--- src/rtl/fifo_flow_ctrl.sv ---
// Synchronous FIFO with internal pointers, occupancy count, programmable
// almost-full/almost-empty thresholds and sticky overflow/underflow flags.
module fifo_flow_ctrl #(
  parameter int ADDR_SIZE = 3,
  parameter int DATA_SIZE = 8
) (
  input  logic                 clk,
  input  logic                 reset,
  input  logic                 write,
  input  logic                 read,
  input  logic [DATA_SIZE-1:0] data_in,
  input  logic [ADDR_SIZE:0]   almost_full_thr,
  input  logic [ADDR_SIZE:0]   almost_empty_thr,
  input  logic                 err_clr,
  output logic [DATA_SIZE-1:0] data_out,
  output logic                 valid_out,
  output logic                 full,
  output logic                 empty,
  output logic                 almost_full,
  output logic                 almost_empty,
  output logic [ADDR_SIZE:0]   fifo_count,
  output logic                 overflow,
  output logic                 underflow
);

  localparam int                 DEPTH    = 2 ** ADDR_SIZE;
  localparam logic [ADDR_SIZE:0] DEPTH_C  = (ADDR_SIZE+1)'(DEPTH);
  localparam logic [ADDR_SIZE:0] CNT_ZERO = (ADDR_SIZE+1)'(1'b0);
  localparam logic [ADDR_SIZE:0] CNT_ONE  = (ADDR_SIZE+1)'(1'b1);
  localparam logic [ADDR_SIZE-1:0] PTR_ONE = ADDR_SIZE'(1'b1);

  logic [DATA_SIZE-1:0] mem_r [DEPTH];
  logic [ADDR_SIZE-1:0] wr_ptr_r;
  logic [ADDR_SIZE-1:0] rd_ptr_r;
  logic [ADDR_SIZE:0]   count_r;
  logic [ADDR_SIZE:0]   count_nxt_s;
  logic [DATA_SIZE-1:0] data_out_r;
  logic                 valid_r;
  logic                 overflow_r;
  logic                 underflow_r;
  logic                 ovf_nxt_s;
  logic                 udf_nxt_s;
  logic                 full_s;
  logic                 empty_s;
  logic                 wr_acc_s;
  logic                 rd_acc_s;
  logic                 ovf_evt_s;
  logic                 udf_evt_s;

  // Full/empty come from the count, so pointer equality is never ambiguous.
  assign full_s    = (count_r == DEPTH_C);
  assign empty_s   = (count_r == CNT_ZERO);
  assign wr_acc_s  = write && (!full_s || read);
  assign rd_acc_s  = read && !empty_s;
  assign ovf_evt_s = write && full_s && !read;
  assign udf_evt_s = read && empty_s;

  // Next occupancy and sticky-error values; an error event beats err_clr.
  always_comb begin
    count_nxt_s = count_r;
    case ({wr_acc_s, rd_acc_s})
      2'b10:   count_nxt_s = count_r + CNT_ONE;
      2'b01:   count_nxt_s = count_r - CNT_ONE;
      default: count_nxt_s = count_r;
    endcase

    ovf_nxt_s = overflow_r;
    if (ovf_evt_s) begin
      ovf_nxt_s = 1'b1;
    end else if (err_clr) begin
      ovf_nxt_s = 1'b0;
    end else begin
      ovf_nxt_s = overflow_r;
    end

    udf_nxt_s = underflow_r;
    if (udf_evt_s) begin
      udf_nxt_s = 1'b1;
    end else if (err_clr) begin
      udf_nxt_s = 1'b0;
    end else begin
      udf_nxt_s = underflow_r;
    end
  end

  // Storage array, intentionally left uninitialised by reset.
  always_ff @(posedge clk) begin
    if (wr_acc_s) begin
      mem_r[wr_ptr_r] <= data_in;
    end
  end

  // Pointers, count, pop data and error flags.
  always_ff @(posedge clk or negedge reset) begin
    if (!reset) begin
      wr_ptr_r    <= {ADDR_SIZE{1'b0}};
      rd_ptr_r    <= {ADDR_SIZE{1'b0}};
      count_r     <= CNT_ZERO;
      data_out_r  <= {DATA_SIZE{1'b0}};
      valid_r     <= 1'b0;
      overflow_r  <= 1'b0;
      underflow_r <= 1'b0;
    end else begin
      if (wr_acc_s) begin
        wr_ptr_r <= wr_ptr_r + PTR_ONE;
      end
      if (rd_acc_s) begin
        rd_ptr_r   <= rd_ptr_r + PTR_ONE;
        data_out_r <= mem_r[rd_ptr_r];
        valid_r    <= 1'b1;
      end else begin
        valid_r    <= 1'b0;
      end
      count_r     <= count_nxt_s;
      overflow_r  <= ovf_nxt_s;
      underflow_r <= udf_nxt_s;
    end
  end

  assign data_out     = data_out_r;
  assign valid_out    = valid_r;
  assign full         = full_s;
  assign empty        = empty_s;
  assign almost_full  = (count_r >= almost_full_thr);
  assign almost_empty = (count_r <= almost_empty_thr);
  assign fifo_count   = count_r;
  assign overflow     = overflow_r;
  assign underflow    = underflow_r;

endmodule

--- config.mk ---
export PLATFORM = sky130hd
export DESIGN_NAME = fifo_flow_ctrl
export DESIGN_NICKNAME = d
export VERILOG_FILES = /design/src/rtl/fifo_flow_ctrl.sv
export SDC_FILE = /design/constraint.sdc
export NUM_CORES = 1
export LEC_CHECK = 0
export CAP_MARGIN = 20
export CORE_MARGIN = 5
export CORE_UTILIZATION = 50
export CTS_CLUSTER_DIAMETER = 30
export DETAILED_ROUTE_END_ITERATION = 16
export GPL_TIMING_DRIVEN = 0
export PLACE_DENSITY = 0.81
export SYNTH_ARGS = -nofsm -noshare
export SYNTH_HDL_FRONTEND = slang
export SYNTH_SLANG_ARGS = --single-unit
--- constraint.sdc ---
create_clock -name clk -period 4.21 [get_ports clk]
set_input_delay 0.842 -clock clk [delete_from_list [all_inputs] [get_ports clk]]
set_output_delay 0.842 -clock clk [all_outputs]
set_load 0.01 [all_outputs]
==> Yosys cells after proc, flatten, opt, wreduce, memory -nomap -nowiden <==
Memory sizes are Yosys's and may differ from the RTL's. A register that Yosys moved wholly into a read port is not among the register bits.
Index checks and enable logic that the tools add are counted.
{ "word_totals": {"ff_bits": 13, "mem_bits_rw": 64, "input_bits": 21, "output_inout_bits": 19, "wordCells": 37, "memories": 1} }
{ "classes": {"addsub": 4, "order_cmp": 2, "eq_ne": 3, "n_mux": 7, "n_reduce_logical": 14} }
{ "memory_table": {"columns": ["memory", "words", "word_bits", "rd", "rd_clocked_by_memory_dff", "wr", "line", "rtl"], "rows": [
  ["mem_r", 8, 8, 1, 1, 1, "32", "logic [DATA_SIZE-1:0] mem_r [DEPTH];"]
]} }
{ "ops": {"columns": ["cell", "n"], "rows": [
  ["one-hot mux 4 bit (2 select lines)", 1],
  ["adder 3 x 1 -> 3 bit (second input constant)", 2],
  ["two-way mux 1 bit", 6],
  ["nonzero test 2 bit", 3],
  ["logical AND 1 bit", 5],
  ["adder 4 x 1 -> 4 bit (second input constant)", 1],
  ["== test 4 bit (second input constant)", 1],
  ["greater-or-equal comparator 4 bit", 1],
  ["less-or-equal comparator 4 bit", 1],
  ["zero test 1 bit", 4],
  ["zero test 4 bit", 1],
  ["subtractor 4 x 1 -> 4 bit (second input constant)", 1],
  ["== test 2 x 1 -> 1 bit (second input constant)", 1],
  ["== test 2 bit (second input constant)", 1],
  ["logical OR 1 bit", 1]
]} }

==> Depth between registers and ports, before layout <==
Gate-level depths: netlist of run 1.
{ "logic_depth": {"ltp_word": 6, "ltp_mapped": 11, "depth_no_buf": 10} }

==> Worst setup path after synthesis of run 1 <==
OpenSTA, ideal clock, no wires.
{ "synth_path": {"path_kind": "input port to output port", "start": "input port almost_empty_thr[1]", "end": "output port almost_empty", "arrival_time_ns": 1.855, "required_ns": 3.368, "slack_ns": 1.513, "path_stages": 6, "path_buffers": 0, "path_cell_list": "inv_1 -> ha_1 -> nor2b_1 -> o21a_1 -> o21a_1 -> o21ai_0"} }
{ "synth_via": {"elab_chain_cells": 1} }
{ "synth_rtl": {"columns": ["item", "line", "rtl"], "rows": [
  ["from (decl)", "13", "input logic [ADDR_SIZE:0] almost_empty_thr,"],
  ["less-or-equal comparator 4 bit", "125", "assign almost_empty = (count_r <= almost_empty_thr);"],
  ["to (decl)", "20", "output logic almost_empty,"]
]} }
No other way between the ends.

==> Final worst setup path of run 1 <==
Ends and elaborated chain as after synthesis.

==> results of run 1 <==
stage by stage:
stage          cell area, um^2  setup WS, ns  util, %
4_1_cts                   4410         0.536     61.4
3_3_place_gp              4160         0.588     58.0
3_5_place_dp              4200         0.534     58.5
5_1_grt                   4410         0.418     61.4
6_report                  4410         0.561     61.4
2_1_floorplan             3650          1.51        -
path summary, 6_finish.rpt:
path | endpoint | depth (start not counted) | slack (ns)
max | almost_empty | 8 | 0.56
min | data_out[2] | 2 | 0.48
max reg2reg | fifo_count[2] | 10 | 1.59
min reg2reg | data_out[2] | 2 | 0.48
max in group asynchronous | underflow | 1 | 2.66
min in group asynchronous | rd_ptr_r[1] | 1 | 1.00
power groups by stage:
stage          logic [mW]  clock network, mW  registers, mW
5_1_grt              1.18              0.629           1.26
3_3_place_gp         1.04                  0           1.24
3_5_place_dp         1.08                  0           1.25
4_1_cts              1.08              0.595           1.23
2_1_floorplan       0.673                  0           1.25
6_report             1.07              0.588           1.23
routing by layer:
layer	track usage (%)	up-vias	part of all wire, %
met5	0	-	0
met4	6.04	0	0.18
met3	3.55	2	7.6
met2	23.7	69	48
met1	21.9	1019	44
li1	-	1021	-
registers in the layout, summed over array words and instances, names as in the netlist:
register and count:
wr_ptr_r 3, valid_out 1, fifo_count 4, underflow 1
data_out 8, rd_ptr_r 3, mem_r 64, overflow 1
worst reg2reg max path, delay by kind of cell, from the launching register on:
family,cells,cell delay (ns)
AO/OA/AOI/OAI,2,0.40
adder cells (fa/ha/maj),2,0.44
XOR/XNOR,3,0.39
flip-flops,1,0.51
AND/OR/NAND/NOR,2,0.67
buffers and inverters,1,0.09
cells in the mapped netlist (2+ instances only):
library cell and count:
edfxtp_1 64, dfrtp_1 21, nand2_1 17, mux2_2 16, mux2i_1 16, ha_1 13, inv_1 9, a221o_1 8
o21ai_1 8, o22ai_1 8, nor2_1 6, nand2b_1 5, xnor2_1 5, buf_4 4, nor2b_1 4, nor3_1 4
xor2_1 4, a21o_1 3, a21oi_1 2, a22o_1 2, nand2_2 2, o21a_1 2
kinds of logic after synthesis:
logic type / Yosys count / share of synthesized area, %
AO/OA/AOI/OAI: 37 / 7.40
buffers and inverters: 19 / 3.02
multiplexers: 33 / 9.63
adder cells (fa/ha/maj): 13 / 4.46
flip-flops: 85 / 67.1
XOR/XNOR: 9 / 2.16
AND/OR/NAND/NOR: 44 / 6.27
layout make-up:
type	count	area share, %
Buffer	8	1.45
Clock buffer	10	3.12
Clock inverter	6	1.56
Inverter	11	1.05
Multi-Input combinational cell	136	24.9
Sequential cell	85	55.5
Tap cell	99	2.81
Timing Repair Buffer	44	9.54
==> flow_metrics.env, run 1 <==
export IMPL_status="finished, final reports clean"
export IMPL_endpoint_kind="output port"
export IMPL_fp_dieArea_mm2=0.00911
export IMPL_cts_sinks=85
export IMPL_relSlewSlack_pct=39.9
export IMPL_grt_pass1_vias=2074
export IMPL_post_cts_resized=0
export IMPL_antenna_found_initial=0
export IMPL_tritoncts="yes"
export IMPL_clock_path_buffers=2
export IMPL_die_h_um=95.4
export IMPL_maxCapViolations=0
export IMPL_yosys_area_top_type="edfxtp_1"
export IMPL_grt_ovfl_total=0
export IMPL_synthFlopType="edfxtp_1"
export IMPL_ir_drop_uv=264
export IMPL_path_cells="clkdlybuf4s50_1, inv_1, ha_1, nor2b_1, o21a_1, o21a_1, o21ai_0, clkdlybuf4s50_1"
export IMPL_grt_max_degree=22
export IMPL_slowest_delay_ns=0.56
export IMPL_total_power_mw=2.89
export IMPL_finalCritPeriodShare_pct=86.7
export IMPL_critPathSlowestCell="clkdlybuf4s50_1"
export IMPL_seq_power_share_pct=42.7
export IMPL_net_switching_power_mw=0.946
export IMPL_fin_tns_setup_ns=0
export IMPL_grt_pass1_wl_mm=10.4
export IMPL_cp_start_kind="primary input"
export IMPL_crit_type="in -> out"
export IMPL_io_buffers=39
export IMPL_async_flop_share_pct=24.7
export IMPL_root_buffer="clkbuf_8"
export IMPL_syn2layout_area_growth_pct=20.7
export IMPL_io_pins=40
export IMPL_hold_viol=0
export IMPL_min_period_ns=3.65
export IMPL_leakagePower_nw=1.69
export IMPL_initialDrtViolationCount=140
export IMPL_synth_top_area_share_pct=52.7
export IMPL_layout_cells_non_filler=399
export IMPL_hold_start="data_out[2]"
export IMPL_path_buf_inv=3
export IMPL_place_inst=383
export IMPL_hold_slack_ns=0.484
export IMPL_diodes=0
export IMPL_layout_common_cells="64 x edfxtp_1, 39 x clkdlybuf4s50_1, 21 x dfrtp_1, 17 x nand2_1"
export IMPL_rows=31
export IMPL_multi_input_area_mm2=0.00110
export IMPL_dr_pass1_iters=4
export IMPL_yosys_top_cells_area="edfxtp_1 53%, dfrtp_1 14%, mux2_2 4.9%, ha_1 4.5%, mux2i_1 4.4%"
export IMPL_dr_total_vias=2111
export IMPL_synth_cells=240
export IMPL_synth_edf_count=64
export IMPL_worstSkewPairLatency_ns=0.35
export IMPL_pwr_share_clk_pct=20.3
export IMPL_comb_power_share_pct=37.0
export IMPL_ctsHoldBuffers=0
export IMPL_synth_distinct_cells=39
export IMPL_finalSetupViolCount=0
export IMPL_n_fill_cell=531
export IMPL_htree_levels=3
export IMPL_worst_ep_arrival_time_ns=2.81
export IMPL_tightest_slew_ns=0.898
export IMPL_final_common_cell="edfxtp_1"
export IMPL_grt_usage_pct=15.6
export IMPL_crit_required_ns=3.37
export IMPL_critical_path_top_delay_family="buffers and inverters"
export IMPL_drive_gt1_share_pct=17.3
export IMPL_slew_viol_final=0
export IMPL_startpoint="almost_empty_thr[1]"
export IMPL_drc=0
export IMPL_hold_class="reg -> reg"
export IMPL_drt_wl_total_mm=6.52
export IMPL_rsz0062_at_grt="false"
export IMPL_core_area_mm2=0.00718
export IMPL_dp_hpwl_mm=4.64
export IMPL_place_gp_congestion=0.774
export IMPL_sw_frac_of_total_pct=32.7
export IMPL_fmax_ghz=0.274
export IMPL_finalClockSkew_ns=0.00793
export IMPL_postSynthRegisterBits=85
export IMPL_regArea_mm2=0.00245
export IMPL_clk_pin_slew_ns=0.09
export IMPL_syn_area_mm2=0.00365
export IMPL_power_density_mw_per_mm2=656
export IMPL_reg2reg_from="fifo_count[2]"
export IMPL_viasPerCell=5.29
export IMPL_syn_num_nets=274
export IMPL_ant_nets=0
export IMPL_yosys_warnings=0
export IMPL_start_util_pct=50.9
export IMPL_die_w_um=95.4
export IMPL_avgSynthCellArea_um2=15.2
export IMPL_cp_max_fo=2
export IMPL_cts_setup_buffers=0
export IMPL_intPower_mw=1.95
export IMPL_ys_seq_area_share_pct=67.1
export IMPL_cts_buffers=9
export IMPL_wl_per_cell_um=16.3
export IMPL_nNetsFinal=329
No activity file was read; power rests on OpenSTA's default activity.
==> run 2, diff against run 1 <==
==> constraint.sdc (replaced) <==
create_clock -name clk -period 3.5 [get_ports clk]
set_input_delay 0.7 -clock clk [delete_from_list [all_inputs] [get_ports clk]]
set_output_delay 0.7 -clock clk [all_outputs]
set_load 0.01 [all_outputs]
==> flow_metrics.env, run 2 (synthesis gave the netlist of run 1 again) <==
export IMPL_status="finished, final reports clean"
export IMPL_startpoint="almost_full_thr[0]"
export IMPL_r2r_cells=10
export IMPL_finalSetupViolCount=0
export IMPL_ir_drop_uv=317
export IMPL_hold_class="reg -> reg"
export IMPL_drt_wl_total_mm=6.53
export IMPL_core_area_mm2=0.00718
export IMPL_placed_area_mm2=0.00420
export IMPL_leakagePower_nw=1.69
export IMPL_io_pins=40
export IMPL_drc=0
export IMPL_root_buffer="clkbuf_8"
export IMPL_io_buffers=39
export IMPL_finalClockSkew_ns=0.00868
export IMPL_grt_pass1_vias=2074
export IMPL_dr_total_vias=2104
export IMPL_reg2reg_to="fifo_count[2]"
export IMPL_top_register="mem_r"
export IMPL_r2r_slack_ns=0.88
export IMPL_grt_max_degree=22
export IMPL_worstSkewPairLatency_ns=0.35
export IMPL_initialDrtViolationCount=140
export IMPL_dr_pass1_iters=4
export IMPL_n_fill_cell=531
export IMPL_fmax_ghz=0.313
export IMPL_busiest_layer="met2"
export IMPL_layout_common_cells="64 x edfxtp_1, 38 x clkdlybuf4s50_1, 21 x dfrtp_1, 17 x nand2_1"
export IMPL_fin_tns_setup_ns=0
export IMPL_die_h_um=95.4
export IMPL_cp_start_kind="primary input"
export IMPL_use_met1_pct=21.9
export IMPL_min_period_ns=3.19
export IMPL_maxCapViolations=0
export IMPL_syn2layout_area_growth_pct=20.8
export IMPL_final_util_pct=61.4
export IMPL_dp_hpwl_mm=4.64
export IMPL_clk_pin_slew_ns=0.09
export IMPL_largest_reg_flops=64
export IMPL_use_met3_pct=3.55
export IMPL_ctsHoldBuffers=0
export IMPL_grt_ovfl_total=0
export IMPL_die_w_um=95.4
export IMPL_drive_gt1_share_pct=17.3
export IMPL_final_common_cell="edfxtp_1"
export IMPL_grt_usage_pct=15.6
export IMPL_regArea_mm2=0.00245
export IMPL_nNetsFinal=329
export IMPL_worst_ep_arrival_time_ns=2.49
export IMPL_place_gp_congestion=0.774
export IMPL_multi_input_area_mm2=0.00110
export IMPL_fin_area_mm2=0.00441
export IMPL_finalCritPeriodShare_pct=91.2
export IMPL_total_power_mw=3.48
export IMPL_cp_endpoint="almost_full"
export IMPL_hold_slack_ns=0.484
export IMPL_ant_nets=0
export IMPL_antenna_found_initial=0
export IMPL_crit_required_ns=2.80
export IMPL_rsz0062_at_grt="false"
export IMPL_grt_pass1_wl_mm=10.4
export IMPL_tightest_slew_ns=0.900
export IMPL_clock_path_buffers=2
export IMPL_cts_setup_buffers=0
export IMPL_tritoncts="yes"
export IMPL_hold_viol=0
export IMPL_power_density_mw_per_mm2=789
export IMPL_cts_buffers=9
export IMPL_rows=31
export IMPL_cp_max_fo=1
export IMPL_endpoint_kind="output port"
export IMPL_wl_per_cell_um=16.4
export IMPL_met2_usage_pct=23.7
export IMPL_reg2reg_from="fifo_count[2]"
export IMPL_crit_type="in -> out"
export IMPL_diodes=0
export IMPL_start_util_pct=50.9
export IMPL_post_cts_resized=0
export IMPL_fp_dieArea_mm2=0.00911
export IMPL_cts_sinks=85
export IMPL_relSlewSlack_pct=39.8
export IMPL_slew_viol_final=0
export IMPL_viasPerCell=5.27
export IMPL_htree_levels=3
-- run 2: changes by cell type in the layout (fill, tap and decap cells not counted), sizes merged --
cell,previous run,this run
clkdlybuf4s50,39,38
dlymetal6s2s,0,1
-- run 2: worst max-delay path, stage by stage --
cell	delay, ns
clkdlybuf4s50_1	0.41
ha_1	0.28
nand2b_1	0.14
a21o_1	0.17
a21o_1	0.17
a21o_1	0.16
clkdlybuf4s50_1	0.47
-- run 2: layout make-up --
class / count / area share, %
clock buffer: 10 / 3.12
buffer: 8 / 1.45
clock inverter: 6 / 1.56
inverter: 11 / 1.05
tap: 99 / 2.81
timing repair buffer: 44 / 9.59
sequential: 85 / 55.5
multi-input combinational: 136 / 24.9
-- run 2: per-layer routing --
metal	wire, um	part of all wire [%]
met1	2960	45
met2	3100	47
met3	424	6.5
met4	42	0.64
met5	0	0
-- run 2: worst min path at each step --
stage / from / endpoint / slack, ns / cells past startpoint
after global routing: data_out[0] / data_out[0] / 0.53 / 2
after CTS: data_out[2] / data_out[2] / 0.49 / 2
final: data_out[2] / data_out[2] / 0.48 / 2
after floorplan: reset / data_out[0] / 0.40 / 0
after detailed placement: data_out[2] / data_out[2] / 0.47 / 2
after global placement: data_out[2] / data_out[2] / 0.47 / 2
-- run 2: report_power, final --
part,switching [mW],total [mW],internal [mW]
clock network,0.355,0.710,0.354
registers,0.170,1.48,1.31
logic,0.616,1.29,0.670
total,1.14,3.48,2.34
-- run 2: stage by stage --
| step | cells | setup slack, ns |
|---|---|---|
| after detailed placement | 383 | 0.108 |
| after global routing | 399 | 0.224 |
| final | 399 | 0.310 |
| after CTS | 399 | 0.110 |
| after global placement | 378 | 0.162 |
| after floorplan | 240 | 1.05 |
==> run 3, diff against run 2 <==
--- a/config.mk
+++ b/config.mk
@@ -10,7 +10,6 @@
 export CORE_UTILIZATION = 50
 export CTS_CLUSTER_DIAMETER = 30
 export DETAILED_ROUTE_END_ITERATION = 16
-export GPL_TIMING_DRIVEN = 0
 export PLACE_DENSITY = 0.81
 export SYNTH_ARGS = -nofsm -noshare
 export SYNTH_HDL_FRONTEND = slang
==> flow_metrics.env, run 3 (synthesis gave the netlist of run 1 again) <==
export IMPL_status="finished, final reports clean"
export IMPL_ant_nets=0
export IMPL_cts_sinks=85
export IMPL_finalCritPeriodShare_pct=95.2
export IMPL_die_w_um=95.4
export IMPL_cts_setup_buffers=0
export IMPL_hold_class="reg -> reg"
export IMPL_comb_power_share_pct=34.3
export IMPL_maxCapViolations=0
export IMPL_grt_ovfl_total=0
export IMPL_grt_usage_pct=15.4
export IMPL_post_cts_resized=0
export IMPL_hold_viol=0
export IMPL_drive_gt1_share_pct=16.8
export IMPL_hold_slack_ns=0.486
export IMPL_finalSetupViolCount=0
export IMPL_pwr_share_clk_pct=21.9
export IMPL_io_pins=40
export IMPL_largest_reg_flops=64
export IMPL_dp_hpwl_mm=4.53
export IMPL_grt_pass1_vias=2089
export IMPL_n_fill_cell=529
export IMPL_diodes=0
export IMPL_intPower_mw=2.37
export IMPL_syn2layout_area_growth_pct=20.9
export IMPL_cp_endpoint="almost_empty"
export IMPL_cp_max_fo=2
export IMPL_leakagePower_nw=1.69
export IMPL_rows=31
export IMPL_ctsHoldBuffers=0
export IMPL_clk_pin_slew_ns=0.08
export IMPL_htree_levels=3
export IMPL_slew_viol_final=0
export IMPL_startpoint="almost_empty_thr[1]"
export IMPL_fmax_ghz=0.300
export IMPL_net_switching_power_mw=1.12
export IMPL_cts_buffers=9
export IMPL_min_period_ns=3.33
export IMPL_layout_common_cells="64 x edfxtp_1, 39 x clkdlybuf4s50_1, 21 x dfrtp_1, 17 x nand2_1"
export IMPL_final_common_cell="edfxtp_1"
export IMPL_crit_type="in -> out"
export IMPL_endpoint_kind="output port"
export IMPL_dpl_worst_slack_ns=0.145
export IMPL_ir_drop_uv=281
export IMPL_tritoncts="yes"
export IMPL_finalClockSkew_ns=0.0108
export IMPL_r2r_slack_ns=0.91
export IMPL_dr_total_vias=2099
export IMPL_tightest_slew_ns=1.02
export IMPL_clock_path_buffers=2
export IMPL_r2r_cells=10
export IMPL_fin_ws_ns=0.168
export IMPL_reg2reg_to="fifo_count[2]"
export IMPL_multi_input_area_mm2=0.00109
export IMPL_antenna_found_initial=0
export IMPL_initialDrtViolationCount=103
export IMPL_nNetsFinal=327
export IMPL_top_register="mem_r"
export IMPL_io_buffers=39
export IMPL_die_h_um=95.4
export IMPL_grt_max_degree=24
export IMPL_reg2reg_from="fifo_count[1]"
export IMPL_relSlewSlack_pct=31.7
export IMPL_grt_pass1_wl_mm=10.4
export IMPL_drc=0
export IMPL_drt_wl_total_mm=6.49
export IMPL_cp_start_kind="primary input"
export IMPL_fp_dieArea_mm2=0.00911
export IMPL_worst_ep_arrival_time_ns=2.63
export IMPL_place_gp_congestion=0.743
export IMPL_core_area_mm2=0.00718
export IMPL_regArea_mm2=0.00245
export IMPL_fin_tns_setup_ns=0
export IMPL_start_util_pct=50.9
export IMPL_worstSkewPairLatency_ns=0.35
export IMPL_dr_pass1_iters=4
export IMPL_sw_frac_of_total_pct=32.1
export IMPL_viasPerCell=5.29
export IMPL_root_buffer="clkbuf_8"
export IMPL_rsz0062_at_grt="false"
export IMPL_crit_required_ns=2.80
export IMPL_power_density_mw_per_mm2=791
export IMPL_wl_per_cell_um=16.3
export IMPL_seq_power_share_pct=43.8
==> run 3: cell types whose count changed in the layout (fill, tap and decap cells not counted), sizes merged <==
cell           delta
bufinv            +1
clkbuf            -1
buf               -1
clkdlybuf4s50     +1
clkinv            -1
dlymetal6s2s      -1
==> run 3: metal layers <==
metal / global-route usage [%] / share of wire, % / vias to the layer above / routed length, um
met5: 0 / 0 / - / 0
met2: 25.4 / 48 / 61 / 3090
met4: 4.86 / 1.4 / 0 / 89
met3: 3.71 / 6.1 / 9 / 397
li1: - / - / 1009 / -
met1: 20.2 / 45 / 1020 / 2910
==> run 3: worst min path at each step <==
stage	startpoint	to	slack, ns	cells past startpoint
6_report	data_out[6]	data_out[6]	0.49	2
5_1_grt	reset	fifo_count[0]	0.52	1
4_1_cts	data_out[2]	data_out[2]	0.49	2
3_5_place_dp	data_out[2]	data_out[2]	0.47	2
3_3_place_gp	data_out[0]	data_out[0]	0.47	2
2_1_floorplan	reset	data_out[0]	0.40	0
==> run 3: power groups by stage <==
stage | Clock [mW] | Combinational, mW | Sequential (mW)
finish | 0.763 | 1.20 | 1.53
global route | 0.820 | 1.32 | 1.56
CTS | 0.771 | 1.21 | 1.53
detailed placement | 0 | 1.20 | 1.56
global placement | 0 | 1.17 | 1.54
floorplan | 0 | 0.810 | 1.50
==> run 3: per-stage QoR <==
| stage | util [%] | instance area (um^2) | power (mW) | cells |
|---|---|---|---|---|
| 5_1_grt | 61.5 | 4410 | 3.70 | 397 |
| 3_5_place_dp | 58.2 | 4180 | 2.76 | 380 |
| 2_1_floorplan | - | 3650 | 2.31 | 240 |
| 3_3_place_gp | 58.2 | 4180 | 2.71 | 380 |
| 6_report | 61.5 | 4410 | 3.49 | 397 |
| 4_1_cts | 61.3 | 4400 | 3.51 | 396 |
==> run 3: critical path, stage by stage <==
cell	delay [ns]
clkdlybuf4s50_1	0.45
inv_1	0.04
ha_1	0.29
nor2b_1	0.13
o21a_1	0.16
o21a_1	0.15
o21ai_0	0.14
clkdlybuf4s50_1	0.57
==> run 3: layout make-up <==
| cell class | count | share of cell area [%] |
|---|---|---|
| flip-flops and latches | 85 | 55.5 |
| multi-input cells | 136 | 24.8 |
| repair buffers | 50 | 10.9 |
| clock buffers | 10 | 2.89 |
| well taps | 99 | 2.81 |
| clock inverters | 6 | 2.13 |
| inverters | 11 | 1.05 |
